### src/rtl/mc_controller.sv
// Multicycle MIPS main controller: Moore FSM driving datapath enables and selects.
// Define MC_CONTROLLER_BNE_EN to add the BNE branch state (op 000101).
module mc_controller (
    input  logic       clk,
    input  logic       reset,
    input  logic [5:0] op,
    input  logic       zero,
    output logic [2:0] aluop,
    output logic       alusrca,
    output logic [1:0] alusrcb,
    output logic [1:0] pcsrc,
    output logic       pcen,
    output logic       irwrite,
    output logic       memwrite,
    output logic       regwrite,
    output logic       iord,
    output logic       regdst,
    output logic       memtoreg,
    output logic [3:0] state
);

    typedef enum logic [3:0] {
        FETCH  = 4'd0,
        DECODE = 4'd1,
        MEMADR = 4'd2,
        MEMRD  = 4'd3,
        MEMWB  = 4'd4,
        MEMWR  = 4'd5,
        EXEC   = 4'd6,
        ALUWB  = 4'd7,
        BEQ    = 4'd8,
        ADDIEX = 4'd9,
        ADDIWB = 4'd10,
        JUMP   = 4'd11,
        BNE    = 4'd12
    } state_t;

    localparam logic [5:0] OP_LW   = 6'b100011;
    localparam logic [5:0] OP_SW   = 6'b101011;
    localparam logic [5:0] OP_RTYP = 6'b000000;
    localparam logic [5:0] OP_BEQ  = 6'b000100;
    localparam logic [5:0] OP_ADDI = 6'b001000;
    localparam logic [5:0] OP_J    = 6'b000010;
    localparam logic [5:0] OP_BNE  = 6'b000101;

    localparam logic [2:0] ALU_ADD   = 3'b010;
    localparam logic [2:0] ALU_SUB   = 3'b110;
    localparam logic [2:0] ALU_FUNCT = 3'b011;

`ifdef MC_CONTROLLER_BNE_EN
    localparam bit BNE_EN = 1'b1;
`else
    localparam bit BNE_EN = 1'b0;
`endif

    state_t state_q, state_d;

    always_comb begin
        state_d = FETCH;
        case (state_q)
            FETCH:  state_d = DECODE;
            DECODE: begin
                case (op)
                    OP_LW, OP_SW: state_d = MEMADR;
                    OP_RTYP:      state_d = EXEC;
                    OP_BEQ:       state_d = BEQ;
                    OP_ADDI:      state_d = ADDIEX;
                    OP_J:         state_d = JUMP;
                    OP_BNE:       state_d = BNE_EN ? BNE : FETCH;
                    default:      state_d = FETCH;
                endcase
            end
            MEMADR: state_d = (op == OP_LW) ? MEMRD : MEMWR;
            MEMRD:  state_d = MEMWB;
            EXEC:   state_d = ALUWB;
            ADDIEX: state_d = ADDIWB;
            default: state_d = FETCH;
        endcase
    end

    always_ff @(posedge clk or posedge reset) begin
        if (reset) begin
            state_q <= FETCH;
        end else begin
            state_q <= state_d;
        end
    end

    // Reset masks the decode so FETCH's irwrite/pcen stay low until reset is released.
    always_comb begin
        aluop    = ALU_ADD;
        alusrca  = 1'b0;
        alusrcb  = 2'b00;
        pcsrc    = 2'b00;
        pcen     = 1'b0;
        irwrite  = 1'b0;
        memwrite = 1'b0;
        regwrite = 1'b0;
        iord     = 1'b0;
        regdst   = 1'b0;
        memtoreg = 1'b0;
        if (!reset) begin
            case (state_q)
                FETCH: begin
                    alusrcb = 2'b01;
                    irwrite = 1'b1;
                    pcen    = 1'b1;
                end
                DECODE: alusrcb = 2'b11;
                MEMADR, ADDIEX: begin
                    alusrca = 1'b1;
                    alusrcb = 2'b10;
                end
                MEMRD: iord = 1'b1;
                MEMWB: begin
                    memtoreg = 1'b1;
                    regwrite = 1'b1;
                end
                MEMWR: begin
                    iord     = 1'b1;
                    memwrite = 1'b1;
                end
                EXEC: begin
                    alusrca = 1'b1;
                    aluop   = ALU_FUNCT;
                end
                ALUWB: begin
                    regdst   = 1'b1;
                    regwrite = 1'b1;
                end
                ADDIWB: regwrite = 1'b1;
                BEQ, BNE: begin
                    alusrca = 1'b1;
                    aluop   = ALU_SUB;
                    pcsrc   = 2'b01;
                    pcen    = (state_q == BEQ) ? zero : ~zero;
                end
                JUMP: begin
                    pcsrc = 2'b10;
                    pcen  = 1'b1;
                end
                default: ;
            endcase
        end
    end

    assign state = state_q;

endmodule

### config.mk
export PLATFORM = sky130hd
export DESIGN_NAME = mc_controller
export DESIGN_NICKNAME = d
export VERILOG_FILES = /design/src/rtl/mc_controller.sv
export SDC_FILE = /design/constraint.sdc
export NUM_CORES = 1
export LEC_CHECK = 0
export ABC_CLOCK_PERIOD_IN_PS = 1310
export CAP_MARGIN = 20
export CORE_UTILIZATION = 33
export DETAILED_ROUTE_END_ITERATION = 7
export GPL_ROUTABILITY_DRIVEN = 1
export GPL_TIMING_DRIVEN = 0
export HOLD_SLACK_MARGIN = 0.03
export PLACE_DENSITY = 0.74
export SLEW_MARGIN = 30
export SYNTH_ARGS = -nofsm -noshare
export SYNTH_HDL_FRONTEND = slang
export SYNTH_SLANG_ARGS = --single-unit
export TNS_END_PERCENT = 30
### constraint.sdc
create_clock -name clk -period 1.31 [get_ports clk]
set_input_delay 0.262 -clock clk [delete_from_list [all_inputs] [get_ports clk]]
set_output_delay 0.262 -clock clk [all_outputs]
set_load 0.03 [all_outputs]
## Yosys cells after proc, flatten, opt, wreduce, memory -nomap -nowiden

Index checks and enable logic that the tools add are counted.

| storage, ports and cells | value |
|---|---|
| register bits | 4 |
| bits of input ports | 9 |
| output and inout bits | 19 |

| operators by class | value |
|---|---|
| eq/ne operators | 17 |
| muxes and demuxes | 26 |
| bitwise gates (word level) | 1 |
| reductions and logical operators | 9 |

Operator list:

| cell | number |
|---|---|
| 4-bit case mux with 6 select lines | 1 |
| 4-bit equality test (second input constant) | 5 |
| 4-bit case mux with 5 select lines | 1 |
| 4-bit by 3-bit equality test with 1-bit output (second input constant) | 4 |
| 1-bit two-way mux | 16 |
| 6-bit equality test (second input constant) | 2 |
| 2-bit OR reduction | 5 |
| 4-bit by 2-bit equality test with 1-bit output (second input constant) | 2 |
| 6-bit by 2-bit equality test with 1-bit output (second input constant) | 1 |
| 6-bit by 3-bit equality test with 1-bit output (second input constant) | 1 |
| 6-bit by 4-bit equality test with 1-bit output (second input constant) | 1 |
| 6-bit zero test | 1 |
| 3-bit two-way mux | 2 |
| 2-bit case mux with 3 select lines | 1 |
| 3-bit case mux with 2 select lines | 1 |
| 5-bit OR reduction | 1 |
| 4-bit by 1-bit equality test with 1-bit output (second input constant) | 1 |
| 4-bit zero test | 1 |
| 2-bit two-way mux | 2 |
| 2-bit case mux with 2 select lines | 1 |
| 3-bit OR reduction | 1 |
| 1-bit case mux with 2 select lines | 1 |
| 1-bit NOT | 1 |

## Depth between registers and ports, before layout

| depth | value |
|---|---|
| word-level depth | 4 |
| depth in mapped cells | 5 |
| mapped depth without buffers | 3 |

## Worst setup path after synthesis

OpenSTA, ideal clock, no wires.

| timing path | value |
|---|---|
| path kind | register to output |
| start | register state_q[3], in the netlist state[3] |
| end | output aluop[2] |
| arrival | 1875 ps |
| required time | 1048 ps |
| path slack | -827 ps |
| stages on the path, launching flop included | 4 |
| buffers on the path | 1 |
| path through | dfrtp_1 buf_2 inv_1 nor4_1 |

| between the ends | value |
|---|---|
| cells in the longest elaborated chain, start to end | 4 |
| elaborated cells on any way between the ends | 6 |
| classes of those cells | 3 x eq/ne; 2 x mux; 1 x reduce/logical |

Ends and longest elaborated chain:

| what | RTL line | text |
|---|---|---|
| start: declaration | 56 | `state_t state_q, state_d;` |
| start signal: assignment | 85 | `state_q <= state_d;` |
| 4-bit equality test | 103 | `case (state_q)` |
| 2-bit OR reduction | 103 |  |
| 3-bit case mux with 2 select lines * | 103 |  |
| 3-bit two-way mux * | 102 | `if (!reset) begin` |
| end: declaration | 8 | `output logic [2:0] aluop,` |

Every way passes the cells marked *; elsewhere a longest branch is shown, timed or not.

## Worst setup path after layout

| timing path | value |
|---|---|
| start | register state_q[1], in the netlist state[1] |
| end | output regwrite |

| between the ends | value |
|---|---|
| cells in the longest elaborated chain, start to end | 4 |
| elaborated cells on any way between the ends | 6 |
| classes of those cells | 3 x eq/ne; 2 x mux; 1 x reduce/logical |

Ends and longest elaborated chain:

| what | RTL line | text |
|---|---|---|
| 4-bit by 3-bit equality test with 1-bit output or 4-bit equality test (tied branches) | 103 |  |
| 3-bit OR reduction (no source line) * | n/a |  |
| 1-bit two-way mux * | 103 |  |
| 1-bit two-way mux * | 102 |  |
| end: declaration | 15 | `output logic regwrite,` |

Marked as above.

==> PnR_summary.wiki <==
{| class="wikitable"
! Metric !! Value
|-
| Final routed wire length divided by cell count || 15.2 µm
|-
| Fraction of layout instances using a drive strength above 1 || 0.561
|-
| Share of synthesized area occupied by flip-flops and latches || 0.202
|-
| Leakage || 0.000400 µW
|-
| Clock insertion delay at the later pin of the skew report || 0.25 ns
|-
| Boundary Pins || 28
|-
| Type of the worst min-delay path || input port to async pin
|-
| Num rows || 13
|-
| Number of antenna violations at the first check in global routing || 0
|-
| Clock Skews || 0.000992 ns
|-
| Period Utilization, post-route || 1.42
|-
| Antenna cell count || 0
|-
| Total negative setup slack || -5.38 ns
|-
| Highest cell delay on the worst timing path || 0.40 ns
|-
| Number of synthesis warnings || 0
|-
| Power after layout || 1350 µW
|-
| Die height || 40.8 µm
|-
| Path type of the worst setup path || flip-flop to primary output
|-
| Failing checks || negative setup slack
|-
| Final setup margin || -0.544 ns
|-
| Synthesized instance count || 71
|-
| Wire length of the first global-routing pass || 2580 µm
|-
| Worst R2R Setup Slack || -0.09 ns
|-
| Achievable Freq || 539 MHz
|-
| Internal Dissipation || 683 µW
|-
| Remaining DRCs || 0
|-
| Capturing element type of the critical path || primary output
|-
| Clock-pin slew on the worst setup and hold paths || 0.04 ns
|-
| Vias in the first global route || 566
|-
| Iteration count of the initial detailed-routing pass || 4
|-
| Maximum number of buffers from clock root to sink || 2
|-
| Number of flip-flops and latches in the synthesized netlist || 4
|-
| Number of setup violations in the final report || 16
|-
| Global router's overall resource usage || 0.241
|-
| Vias || 690
|-
| Port buffer count || 25
|-
| DIE AREA || 1660 µm²
|-
| Worst-case vdd ir drop || 0.774 mV
|-
| Largest register FFs || 4
|-
| Root buffer selected by CTS || clkbuf_4
|-
| Critical-path maximum fanout || 9
|-
| Total global routing overflow || 0
|-
| Distinct cell type count after synthesis || 35
|-
| Drt total wl || 1860 µm
|-
| Core area || 1350 µm²
|-
| Final number of hold-violating endpoints || 0
|-
| Post-synthesis to final-layout area growth || 109%
|-
| Highest-delay cell along the critical path || dfrtp_2
|-
| Result of the run || complete, but fails checks
|-
| Max-cap viol count || 0
|-
| Detail Placement HPWL || 1160 µm
|-
| CTS H-tree depth || 1
|-
| Net count after synthesis || 80
|-
| Largest net degree at the start of global routing || 11
|-
| Multi-input logic area || 499 µm²
|-
| Syn Area/Cell || 6.98 µm²
|-
| Gate power share || 0.703
|-
| Crit start category || flip-flop
|-
| Detail-routed via count per cell || 5.66
|-
| Post-layout nets || 117
|-
| Layout filler cell count || 103
|-
| Proportion of power drawn by flip-flops and latches || 0.165
|-
| RSZ-0062 raised after global routing || true
|-
| Power share of the clock group || 0.132
|-
| Initial cell density of the core || 0.367
|-
| Most common cell type on the critical path || buf_6
|-
| Sinks on Clock Net || 4
|-
| Cell area after technology mapping || 495 µm²
|-
| Final period demand of the worst path || 1.85 ns
|-
| Final Slew Violations || 0
|-
| Antenna-violating nets left || 0
|-
| Die Wd || 40.8 µm
|-
| Required @ worst endpoint || 1.05 ns
|-
| Final weighted congestion in routability-driven placement || 0.846
|-
| Number of buffers created by CTS || 3
|-
| Net switching fraction of the power || 0.493
|-
| Crit path arrival time || 1.59 ns
|-
| Number of design-rule violations left by the first detailed-router iteration || 10
|-
| TritonCTS clock tree || yes
|-
| Worst path cell trace || buf_6, or3b_1, a21o_1, a21oi_4, buf_6
|-
| Switching Power || 665 µW
|-
| Pwr dens || 1300 nW/µm²
|-
| Sequential cell area || 105 µm²
|}
==> final timing paths <==
path	startpoint	end	cells after the start
min in group clk	op[2]	state[3]	3
setup / recovery	state[1]	regwrite	5
hold / removal	reset	state[1]	2
hold reg to reg	state[2]	state[3]	2
setup reg to reg	state[1]	state[2]	5
max in group asynchronous	reset	state[3]	2
==> cell families (layout without fill, tap and decap cells) <==
family	count (synthesis)	count (layout)	synth area share
and+or+nand+nor	40	40	0.457
buffers and inverters	9	45	0.101
AOI/OAI and AO/OA	15	15	0.197
xor gates and xnor gates	2	2	0.0354
DFF	4	4	0.202
other	1	1	0.00757
==> per-layer routing <==
layer / global-route usage / routed length [µm] / up-vias
li1: - / - / 332
met3: 0 / 50 / 6
met5: 0 / 0 / -
met1: 0.305 / 824 / 327
met4: 0.100 / 46 / 0
met2: 0.429 / 938 / 25
==> metrics by stage <==
stage                     instance area, µm²  hold slack [ns]   util  setup WS [ns]  cells
after global routing                    1040            0.186  0.768         -0.582    122
after global placement                   870            0.379  0.644         -0.823    111
after detailed placement                 870            0.389  0.644         -0.868    111
after CTS                               1020            0.151  0.755         -0.548    121
after floorplan                          601            0.303      -         -0.338     71
final                                   1040            0.159  0.768         -0.544    122
==> cell type report <==
class | instances | area share
buffer | 7 | 0.0748
sequential | 4 | 0.101
multi-input combinational | 58 | 0.481
clock buffer | 4 | 0.0253
inverter | 2 | 0.0109
timing repair buffer | 32 | 0.288
tap | 15 | 0.0181
==> worst max-delay path, delay by kind of cell, from the launching register on <==
kind,cells,cell delay (ns)
buffers and inverters,2,0.28
flip-flops,1,0.40
AND/OR/NAND/NOR,1,0.35
AO/OA/AOI/OAI,2,0.31
==> layout by cell type (no fill, tap or decap), types with 3 or more instances in the layout <==
cell type / n
buf_4: 12
buf_6: 11
clkdlybuf4s50_1: 7
nor2_1: 6
nand2b_1: 4
clkbuf_4: 4
dfrtp_2: 4
nand2_1: 3
a21oi_1: 3
==> power groups by stage <==
stage	Sequential [µW]	Clock (µW)	Combinational (µW)
2_1_floorplan	248	0	504
3_3_place_gp	205	0	791
3_5_place_dp	208	0	796
4_1_cts	212	178	927
5_1_grt	228	188	1010
6_report	222	178	949
==> synthesized netlist by cell type <==
| library cell | instances | share of area |
|---|---|---|
| nor2_1 | 10 | 0.076 |
| a21oi_1 | 6 | 0.061 |
| buf_2 | 4 | 0.040 |
| dfrtp_1 | 4 | 0.20 |
| nand2b_1 | 4 | 0.050 |
| nor3_1 | 4 | 0.040 |
| nand2_1 | 3 | 0.023 |
| nand3_1 | 3 | 0.030 |
| nor4_1 | 3 | 0.038 |
| and3_1 | 2 | 0.025 |
| inv_1 | 2 | 0.015 |
| o21ai_0 | 2 | 0.020 |
| or3b_1 | 2 | 0.035 |
| a211oi_1 | 1 | 0.015 |
| a21o_1 | 1 | 0.015 |
| a2bb2oi_1 | 1 | 0.018 |
| a31oi_1 | 1 | 0.013 |
| a32o_1 | 1 | 0.020 |
| and2_1 | 1 | 0.013 |
| and3b_1 | 1 | 0.018 |
| buf_4 | 1 | 0.015 |
| buf_6 | 1 | 0.023 |
| clkbuf_1 | 1 | 0.0076 |
| conb_1 | 1 | 0.0076 |
| nand3b_1 | 1 | 0.015 |
| nand4_1 | 1 | 0.013 |
| nand4b_1 | 1 | 0.018 |
| nor2b_1 | 1 | 0.013 |
| nor3_2 | 1 | 0.020 |
| nor4b_1 | 1 | 0.018 |
| o2111ai_1 | 1 | 0.018 |
| o221ai_1 | 1 | 0.018 |
| or3_1 | 1 | 0.013 |
| xnor2_1 | 1 | 0.018 |
| xor2_1 | 1 | 0.018 |
==> what timing repair did <==
item | in CTS | in global routing
resized for setup | 114 | 9
pin swaps | 9 | 5
hold buffers | 0 | 0
endpoints found under the setup margin | 18 | 19
setup buffers | 6 | 1
Power figures use the tool's default switching activity.
